### config.mk
export PLATFORM = sky130hd
export DESIGN_NAME = fir_decimator
export DESIGN_NICKNAME = d
export VERILOG_FILES = /design/src/rtl/fir_decimator.sv
export SDC_FILE = /design/constraint.sdc
export NUM_CORES = 2
export LEC_CHECK = 0
export ABC_CLOCK_PERIOD_IN_PS = 23500
export CAP_MARGIN = 10
export CORE_MARGIN = 8
export CORE_UTILIZATION = 39
export CTS_BUF_LIST = sky130_fd_sc_hd__clkbuf_16
export DETAILED_ROUTE_END_ITERATION = 7
export GPL_TIMING_DRIVEN = 0
export HOLD_SLACK_MARGIN = 0.1
export PLACE_DENSITY = 0.65
export SLEW_MARGIN = 25
export SYNTH_ARGS = -nofsm -noshare
export SYNTH_HDL_FRONTEND = slang
export SYNTH_SLANG_ARGS = --single-unit
### constraint.sdc
create_clock -name i_clk -period 23.5 [get_ports i_clk]
set_input_delay 4.7 -clock i_clk [delete_from_list [all_inputs] [get_ports i_clk]]
set_output_delay 4.7 -clock i_clk [all_outputs]
set_load 0.02 [all_outputs]
### src/rtl/fir_decimator.sv
// Polyphase FIR decimator: circular delay line, one time-shared MAC pass per DOWNFACTOR accepted samples.
// o_valid rises NTAPS+3 cycles after the trigger cycle; o_ready is low for the NTAPS+2 busy cycles of a pass.
module fir_decimator #(
    parameter int IW         = 16,
    parameter int TW         = IW,
    parameter int OW         = IW,
    parameter int NTAPS      = 32,
    parameter int DOWNFACTOR = 4,
    parameter int SHIFT      = TW - 1
) (
    input  logic                     i_clk,
    input  logic                     i_reset_n,
    input  logic                     i_valid,
    output logic                     o_ready,
    input  logic signed [IW-1:0]     i_sample,
    input  logic                     i_sync,
    input  logic                     i_tap_wr,
    input  logic [$clog2(NTAPS)-1:0] i_tap_addr,
    input  logic signed [TW-1:0]     i_tap,
    output logic                     o_valid,
    output logic signed [OW-1:0]     o_sample,
    output logic                     o_overflow
);
    localparam int AW = IW + TW + $clog2(NTAPS);
    localparam int LW = $clog2(NTAPS);
    localparam int PW = (DOWNFACTOR > 1) ? $clog2(DOWNFACTOR) : 1;
    localparam int QW = AW - SHIFT + 1;
    localparam logic signed [QW-1:0] SAT_MAX = QW'((longint'(1) <<< (OW - 1)) - 1);
    localparam logic signed [QW-1:0] SAT_MIN = ~SAT_MAX;

    typedef enum logic [1:0] {IDLE, MAC, DRAIN, ROUND} state_t;

    state_t                  state, state_nxt;
    logic [LW-1:0]           wr_ptr, tap_idx, rd_idx;
    logic [PW-1:0]           phase;
    logic signed [IW-1:0]    xmem [NTAPS];
    logic signed [TW-1:0]    hmem [NTAPS];
    logic signed [IW+TW-1:0] prod;
    logic signed [AW-1:0]    acc;
    logic                    accept, trigger, last_tap;
    logic signed [QW-1:0]    q_floor, q_rnd;
    logic                    sat_hi, sat_lo;
    logic signed [OW-1:0]    sat_val;

    assign o_ready  = (state == IDLE);
    assign accept   = i_valid && o_ready;
    assign trigger  = accept && !i_sync && (phase == PW'(DOWNFACTOR - 1));
    assign last_tap = (tap_idx == LW'(NTAPS - 1));
    // Nothing is written during a pass, so the trigger sample sits just behind wr_ptr.
    assign rd_idx   = wr_ptr - LW'(1) - tap_idx;

    always_comb begin
        state_nxt = state;
        case (state)
            IDLE:    if (trigger) state_nxt = MAC;
            MAC:     if (last_tap) state_nxt = DRAIN;
            DRAIN:   state_nxt = ROUND;
            ROUND:   state_nxt = IDLE;
            default: state_nxt = IDLE;
        endcase
    end

    // Floor shift, then round half to even on the discarded bits.
    assign q_floor = QW'(acc >>> SHIFT);

    generate
        if (SHIFT > 0) begin : g_round
            localparam logic [AW-1:0] HALF = AW'(1) << (SHIFT - 1);
            logic [SHIFT-1:0] frac;
            logic             round_up;
            assign frac     = acc[SHIFT-1:0];
            assign round_up = (frac > HALF[SHIFT-1:0]) ||
                              ((frac == HALF[SHIFT-1:0]) && q_floor[0]);
            assign q_rnd    = q_floor + QW'(round_up);
        end else begin : g_noround
            assign q_rnd = q_floor;
        end
    endgenerate

    assign sat_hi  = (q_rnd > SAT_MAX);
    assign sat_lo  = (q_rnd < SAT_MIN);
    assign sat_val = sat_hi ? OW'(SAT_MAX) : (sat_lo ? OW'(SAT_MIN) : OW'(q_rnd));

    always_ff @(posedge i_clk or negedge i_reset_n) begin
        if (!i_reset_n) begin
            state      <= IDLE;
            wr_ptr     <= '0;
            phase      <= '0;
            tap_idx    <= '0;
            prod       <= '0;
            acc        <= '0;
            o_valid    <= 1'b0;
            o_sample   <= '0;
            o_overflow <= 1'b0;
            for (int i = 0; i < NTAPS; i++) begin
                xmem[i] <= '0;
                hmem[i] <= '0;
            end
        end else begin
            state   <= state_nxt;
            o_valid <= (state == ROUND);

            if (accept) begin
                xmem[wr_ptr] <= i_sample;
                wr_ptr       <= wr_ptr + LW'(1);
                if (i_sync)
                    phase <= PW'(1);
                else if (phase == PW'(DOWNFACTOR - 1))
                    phase <= '0;
                else
                    phase <= phase + PW'(1);
            end

            // Coefficients are frozen for the whole pass.
            if (o_ready && i_tap_wr)
                hmem[i_tap_addr] <= i_tap;

            if (state == MAC) begin
                prod    <= (IW+TW)'(hmem[tap_idx]) * (IW+TW)'(xmem[rd_idx]);
                tap_idx <= tap_idx + LW'(1);
            end

            if ((state == MAC) && (tap_idx == LW'(1)))
                acc <= AW'(prod);
            else if (((state == MAC) && (tap_idx > LW'(1))) || (state == DRAIN))
                acc <= acc + AW'(prod);

            if (state == ROUND) begin
                o_sample <= sat_val;
                if (sat_hi || sat_lo)
                    o_overflow <= 1'b1;
            end
        end
    end
endmodule
## Yosys cells after proc, flatten, opt, wreduce, memory -nomap -nowiden

Index checks and enable logic that the tools add are counted.

| storage, ports and cells | value |
|---|---|
| register bits after elaboration | 1125 |
| bits in latches | 0 |
| memory bits (writable) | 0 |
| ROM bits | 0 |
| bits of input ports | 42 |
| logic and storage cells | 142 |
| memories | 0 |

| operators by class | value |
|---|---|
| add/subtract/negate cells | 7 |
| multipliers | 1 |
| divide/modulo/power cells | 0 |
| order comparisons | 10 |
| equality and inequality tests | 9 |
| shift-type cells | 0 |
| mux-type cells | 21 |
| bitwise operators | 4 |
| reductions and logical operators | 17 |

Operators with widths:

| operator | count |
|---|---|
| 512-bit bitwise mux | 2 |
| 16-bit binary-select mux with 5-bit select | 2 |
| 16-bit demux with 5-bit select | 2 |
| 16-bit 2-to-1 mux | 8 |
| 37-bit 2-to-1 mux | 2 |
| 37-bit by 32-bit adder with 37-bit output | 1 |
| 16-bit by 16-bit multiplier with 32-bit output | 1 |
| 6-bit >= comparator, second input constant | 4 |
| 5-bit NOT with 6-bit output | 4 |
| 22-bit by 2-bit adder with 23-bit output | 1 |
| 23-bit by 16-bit > comparator with 1-bit output, second input constant | 1 |
| 23-bit by 16-bit less-than comparator with 1-bit output, second input constant | 1 |
| 15-bit == test, second input constant | 1 |
| 15-bit > comparator, second input constant | 1 |
| 6-bit by 1-bit less-than comparator with 1-bit output, second input constant | 2 |
| 5-bit by 1-bit adder with 5-bit output, second input constant | 2 |
| 1-bit logical AND | 9 |
| 2-bit 2-to-1 mux | 4 |
| 2-bit case mux with 4 select lines | 1 |
| 2-bit == test, second input constant | 3 |
| 5-bit by 1-bit == test with 1-bit output, second input constant | 1 |
| 5-bit == test, second input constant | 1 |
| 5-bit by 1-bit > comparator with 1-bit output, second input constant | 1 |
| 5-bit by 1-bit subtractor with 5-bit output, second input constant | 1 |
| other kinds (9) | 13 |

## Logic depth before layout (Yosys ltp)

| logic depth | value |
|---|---|
| depth after elaboration | 7 |
| gate-level depth with buffers | 35 |
| depth with buffers taken out | 30 |

## Worst setup path after synthesis

No wires, ideal clock.

| path | value |
|---|---|
| path kind | register to register |
| start | register tap_idx[0] |
| end | register prod[29] |
| arrival time | 9280 ps |
| path slack | 14095 ps |
| stages on the path, launching flop included | 34 |
| buffers on the path | 6 |
| clock period less this slack | 9405 ps |
| path through | dfrtp_1 > clkbuf_1 > buf_2 > buf_2 > inv_1 > ha_1 > fa_1 > clkbuf_1 > clkbuf_1 > mux4_2 > mux4_2 > mux2i_1 > clkbuf_1 > nor2_1 > fa_1 > inv_1 > fa_1 > fa_1 > inv_1 > fa_1 > fa_1 > inv_1 > fa_1 > inv_1 > ha_1 > a21oi_1 > o21bai_1 > a221oi_2 > o22ai_1 > a221oi_2 > o211ai_1 > a21oi_1 > xnor2_1 > mux2_2 |

| on the way | value |
|---|---|
| cells in the longest elaborated chain, start to end | 6 |

Ends and longest elaborated chain:

| item | line | RTL |
|---|---|---|
| start: declaration | 34 | `logic [LW-1:0] wr_ptr, tap_idx, rd_idx;` |
| start signal: assignment | 120 | `tap_idx <= tap_idx + LW'(1);` |
| 5-bit subtractor | 50 | `assign rd_idx = wr_ptr - LW'(1) - tap_idx;` |
| 5-bit NOT with 6-bit output (implied by the code) | 119 | `prod <= (IW+TW)'(hmem[tap_idx]) * (IW+TW)'(xmem[rd_idx]);` |
| 16-bit binary-select mux with 5-bit select | 119 |  |
| 16-bit 2-to-1 mux (implied by the code) (2 in series) | 119 |  |
| 16-bit by 16-bit multiplier with 32-bit output * | 119 |  |
| end signal: assignment | 119 |  |
| end: declaration | 38 | `logic signed [IW+TW-1:0] prod;` |

Every way passes the cells marked *; elsewhere a longest branch is shown, timed or not. The select of a mux whose other input is x is not followed.
A chain may end at the register's enable or synchronous reset.

## Final worst setup path

| path | value |
|---|---|
| start | register tap_idx[1] |
| end | register prod[29] |

The elaborated chain is that of the path after synthesis.

==> PnR_summary.wiki <==
{| class="wikitable"
! Metric !! Value
|-
| Result of the run || finished clean
|-
| Dominant cell by count in the synthesized netlist || sky130_fd_sc_hd__dfrtp_1
|-
| Post-synthesis cell count || 4534
|-
| Accumulated negative setup slack || 0 ns
|-
| Slew at the pin closest to its max-slew limit || 1.12 ns
|-
| Width of the die || 416 um
|-
| Drt initial violations || 2554
|-
| Hold-fix buffers, CTS || 0
|-
| Distinct cell type count of the synthesized netlist || 70
|-
| Number of H-tree levels || 3
|-
| Primary FF master, synth || sky130_fd_sc_hd__dfrtp_1
|-
| Wire length of the first global-routing pass || 249 mm
|-
| Dpl hpwl || 113 mm
|-
| Slew headroom || 24.7%
|-
| Maxcap violations || 0
|-
| Setup repair after global routing missed its margin || no
|-
| Number of gates given a new drive strength after cts || 0
|-
| Yosys warns || 0
|-
| CTS Buf Count || 117
|-
| Buffers on Ports || 57
|-
| Cell taking the most area after synthesis || sky130_fd_sc_hd__dfrtp_1
|-
| Share of the clock period used by the worst path || 54.8%
|-
| Critical Path Start Type || flip-flop
|-
| WP data required || 24.10 ns
|-
| Number of hold-slack violations in the final timing report || 0
|-
| Routed WL per cell || 23.1 um
|-
| Overall global routing resource usage || 18.4%
|-
| Stage delay of the slowest cell on the critical path || 0.82 ns
|-
| Most instantiated cells after synthesis || sky130_fd_sc_hd__dfrtp_1 (1125), sky130_fd_sc_hd__mux2_2 (1070), sky130_fd_sc_hd__inv_1 (329), sky130_fd_sc_hd__mux4_2 (320), sky130_fd_sc_hd__fa_1 (265)
|-
| Sum of routed wire length over all layers || 160 mm
|-
| Met2 wirelength from detailed routing || 76.8 mm
|-
| Maximum number of pins on one net before global-route repair || 144
|-
| Count of nets after finishing || 5167
|-
| Peak fanout along the critical path || 10
|-
| Master of the slowest instance on the critical path || sky130_fd_sc_hd__mux2i_2
|-
| Most common cell type on the critical path || sky130_fd_sc_hd__fa_1
|-
| Top routing layer in use || met5
|-
| Routed via count || 38074
|-
| Clock slew seen by the registers of the worst setup and hold paths || 0.06 ns
|-
| Metal1 wirelength || 71.1 mm
|-
| Hold/Removal Path Class || reg2reg
|-
| Share of flip-flops with an asynchronous set or reset after synthesis || 100%
|-
| Post-DRT Antenna Nets || 0
|-
| Routability Congestion || 0.891
|-
| Maximum achievable frequency || 77.6 MHz
|-
| Category of the worst setup path capture point || flip-flop
|-
| Largest delay contributor family on the critical path || buffers and inverters
|-
| CP arrival || 13.48 ns
|-
| Worst-case clock skew || 0.0554 ns
|-
| Post-Synthesis Cell Area || 62300 um2
|-
| Flops & latches, synth || 1125
|-
| Number of sinks driven by the clock tree || 1125
|-
| Max Root-Sink Buffers || 3
|-
| Register-to-register setup slack || 10.62 ns
|-
| Via count of the first global-routing pass || 40475
|-
| Number of enable flip-flop cells after synthesis || 0
|-
| Syn nets || 4975
|-
| Root buf cell || sky130_fd_sc_hd__clkbuf_16
|-
| Wire length on met3 || 7.27 mm
|-
| Share of final-layout standard cells stronger than drive strength 1 || 34.4%
|-
| Classification of the worst setup path || reg2reg
|-
| Initial standard-cell utilization of the core || 39.3%
|-
| DRC violations left || 0
|-
| First-pass detailed-route iteration total || 7
|-
| Proportion of netlist area held by the largest area contributor || 45.2%
|-
| Post-CTS setup-driven buffer insertion count || 0
|-
| P&R area growth vs syn || 11.7%
|-
| Main area contributors after synthesis || sky130_fd_sc_hd__dfrtp_1 (45%), sky130_fd_sc_hd__mux2_2 (19%), sky130_fd_sc_hd__mux4_2 (12%)
|-
| Row cnt || 146
|-
| Remaining global-route overflow || 0
|-
| Routed vias/inst || 5.52
|-
| Die area || 173000 um2
|-
| Number of ports placed on the die boundary || 61
|-
| Bufs and invs on worst path || 11
|-
| Register area share after synthesis || 45.2%
|-
| Final-report max-slew violation count || 0
|-
| Core outline area || 159000 um2
|-
| Initial antenna violation count || 3
|-
| Average cell area after synthesis || 13.7 um2
|-
| Clock insertion delay at the later pin of the skew report || 0.76 ns
|-
| Y dimension of the die || 416 um
|-
| Final Critical Period || 12.88 ns
|-
| Final number of setup-violating endpoints || 0
|-
| CTS tree || built
|}
==> layout make-up <==
| class | count | area [um2] |
|---|---|---|
| flip-flops and latches | 1125 | 28200 |
| multi-input cells | 2769 | 31800 |
| well taps | 2072 | 2590 |
| inverters | 342 | 1280 |
| fillers | 14289 | 89000 |
| diodes | 1 | 2.50 |
| clock buffers | 117 | 2930 |
| repair buffers | 73 | 902 |
| clock inverters | 100 | 776 |
| plain buffers | 298 | 1190 |
==> metal layers <==
metal / vias up / track usage [%]
met5: - / 0
met1: 20505 / 25.5
met2: 870 / 30.2
li1: 16451 / -
met4: 2 / 5.53
met3: 246 / 2.59
==> placed cells by master, fill, tap and decap left out, types with 10 or more instances in the layout <==
cell / instances
sky130_fd_sc_hd__dfrtp_1: 1125
sky130_fd_sc_hd__mux2_2: 1070
sky130_fd_sc_hd__inv_1: 357
sky130_fd_sc_hd__mux4_2: 320
sky130_fd_sc_hd__fa_1: 265
sky130_fd_sc_hd__clkbuf_1: 237
sky130_fd_sc_hd__nor2_1: 227
sky130_fd_sc_hd__nand2_1: 181
sky130_fd_sc_hd__ha_1: 134
sky130_fd_sc_hd__clkbuf_16: 117
sky130_fd_sc_hd__a21oi_1: 83
sky130_fd_sc_hd__o21ai_0: 64
sky130_fd_sc_hd__xnor2_1: 61
sky130_fd_sc_hd__clkdlybuf4s50_1: 56
sky130_fd_sc_hd__buf_2: 44
sky130_fd_sc_hd__a21o_1: 36
sky130_fd_sc_hd__clkinv_1: 36
sky130_fd_sc_hd__a22oi_1: 28
sky130_fd_sc_hd__and3_1: 19
sky130_fd_sc_hd__nand3_1: 19
sky130_fd_sc_hd__xor2_1: 19
sky130_fd_sc_hd__clkinv_2: 16
sky130_fd_sc_hd__mux2i_1: 14
sky130_fd_sc_hd__nand2b_1: 14
sky130_fd_sc_hd__nor3_1: 14
sky130_fd_sc_hd__nand4_1: 14
sky130_fd_sc_hd__inv_2: 13
sky130_fd_sc_hd__a211oi_1: 12
sky130_fd_sc_hd__clkbuf_2: 11
sky130_fd_sc_hd__or3_1: 11
sky130_fd_sc_hd__o211ai_1: 11
sky130_fd_sc_hd__and2_1: 10
sky130_fd_sc_hd__buf_16: 10
==> worst paths after layout <==
path	from	to	cells past startpoint
max	tap_idx[1]	prod[29]	32
min	o_overflow	o_overflow	1
max reg2reg	tap_idx[1]	prod[29]	32
min reg2reg	o_overflow	o_overflow	1
max in group asynchronous	i_reset_n	hmem[77]	4
min in group asynchronous	i_reset_n	o_valid	1
==> through the flow <==
step / worst slack, ns / instance area [um2] / instances / util [%] / hold slack [ns]
floorplan: 14.10 / 62300 / 4534 / - / 0.441
global placement: -33.31 / 65500 / 6663 / 41.3 / 0.447
detailed placement: 10.76 / 65900 / 6678 / 41.5 / 0.452
CTS: 10.71 / 69600 / 6895 / 43.9 / 0.465
global route: 10.24 / 69600 / 6896 / 43.9 / 0.505
finish: 10.62 / 69600 / 6897 / 43.9 / 0.465
==> cell families (layout without fill, tap and decap cells) <==
logic type | after synthesis | in the layout | share of synthesized area (%)
compound gates | 315 | 315 | 3.26
xor+xnor | 82 | 82 | 1.15
fa+ha+maj | 399 | 399 | 11.2
buf+inv | 640 | 930 | 3.94
flops | 1125 | 1125 | 45.2
mux | 1414 | 1414 | 31.3
other cells | 0 | 1 | 0
simple gates | 559 | 559 | 3.98
==> flip-flops by register name, summed over array words and instances (netlist names) <==
signal and flops:
o_valid 1, o_sample 16, tap_idx 5, prod 32, hmem 512, acc 37
phase 2, o_overflow 1, xmem 512, state 2, wr_ptr 5
Power is left out: the tool's default activity adds up to more than one toggle a clock period on the data nets, which glitch-free logic cannot reach.
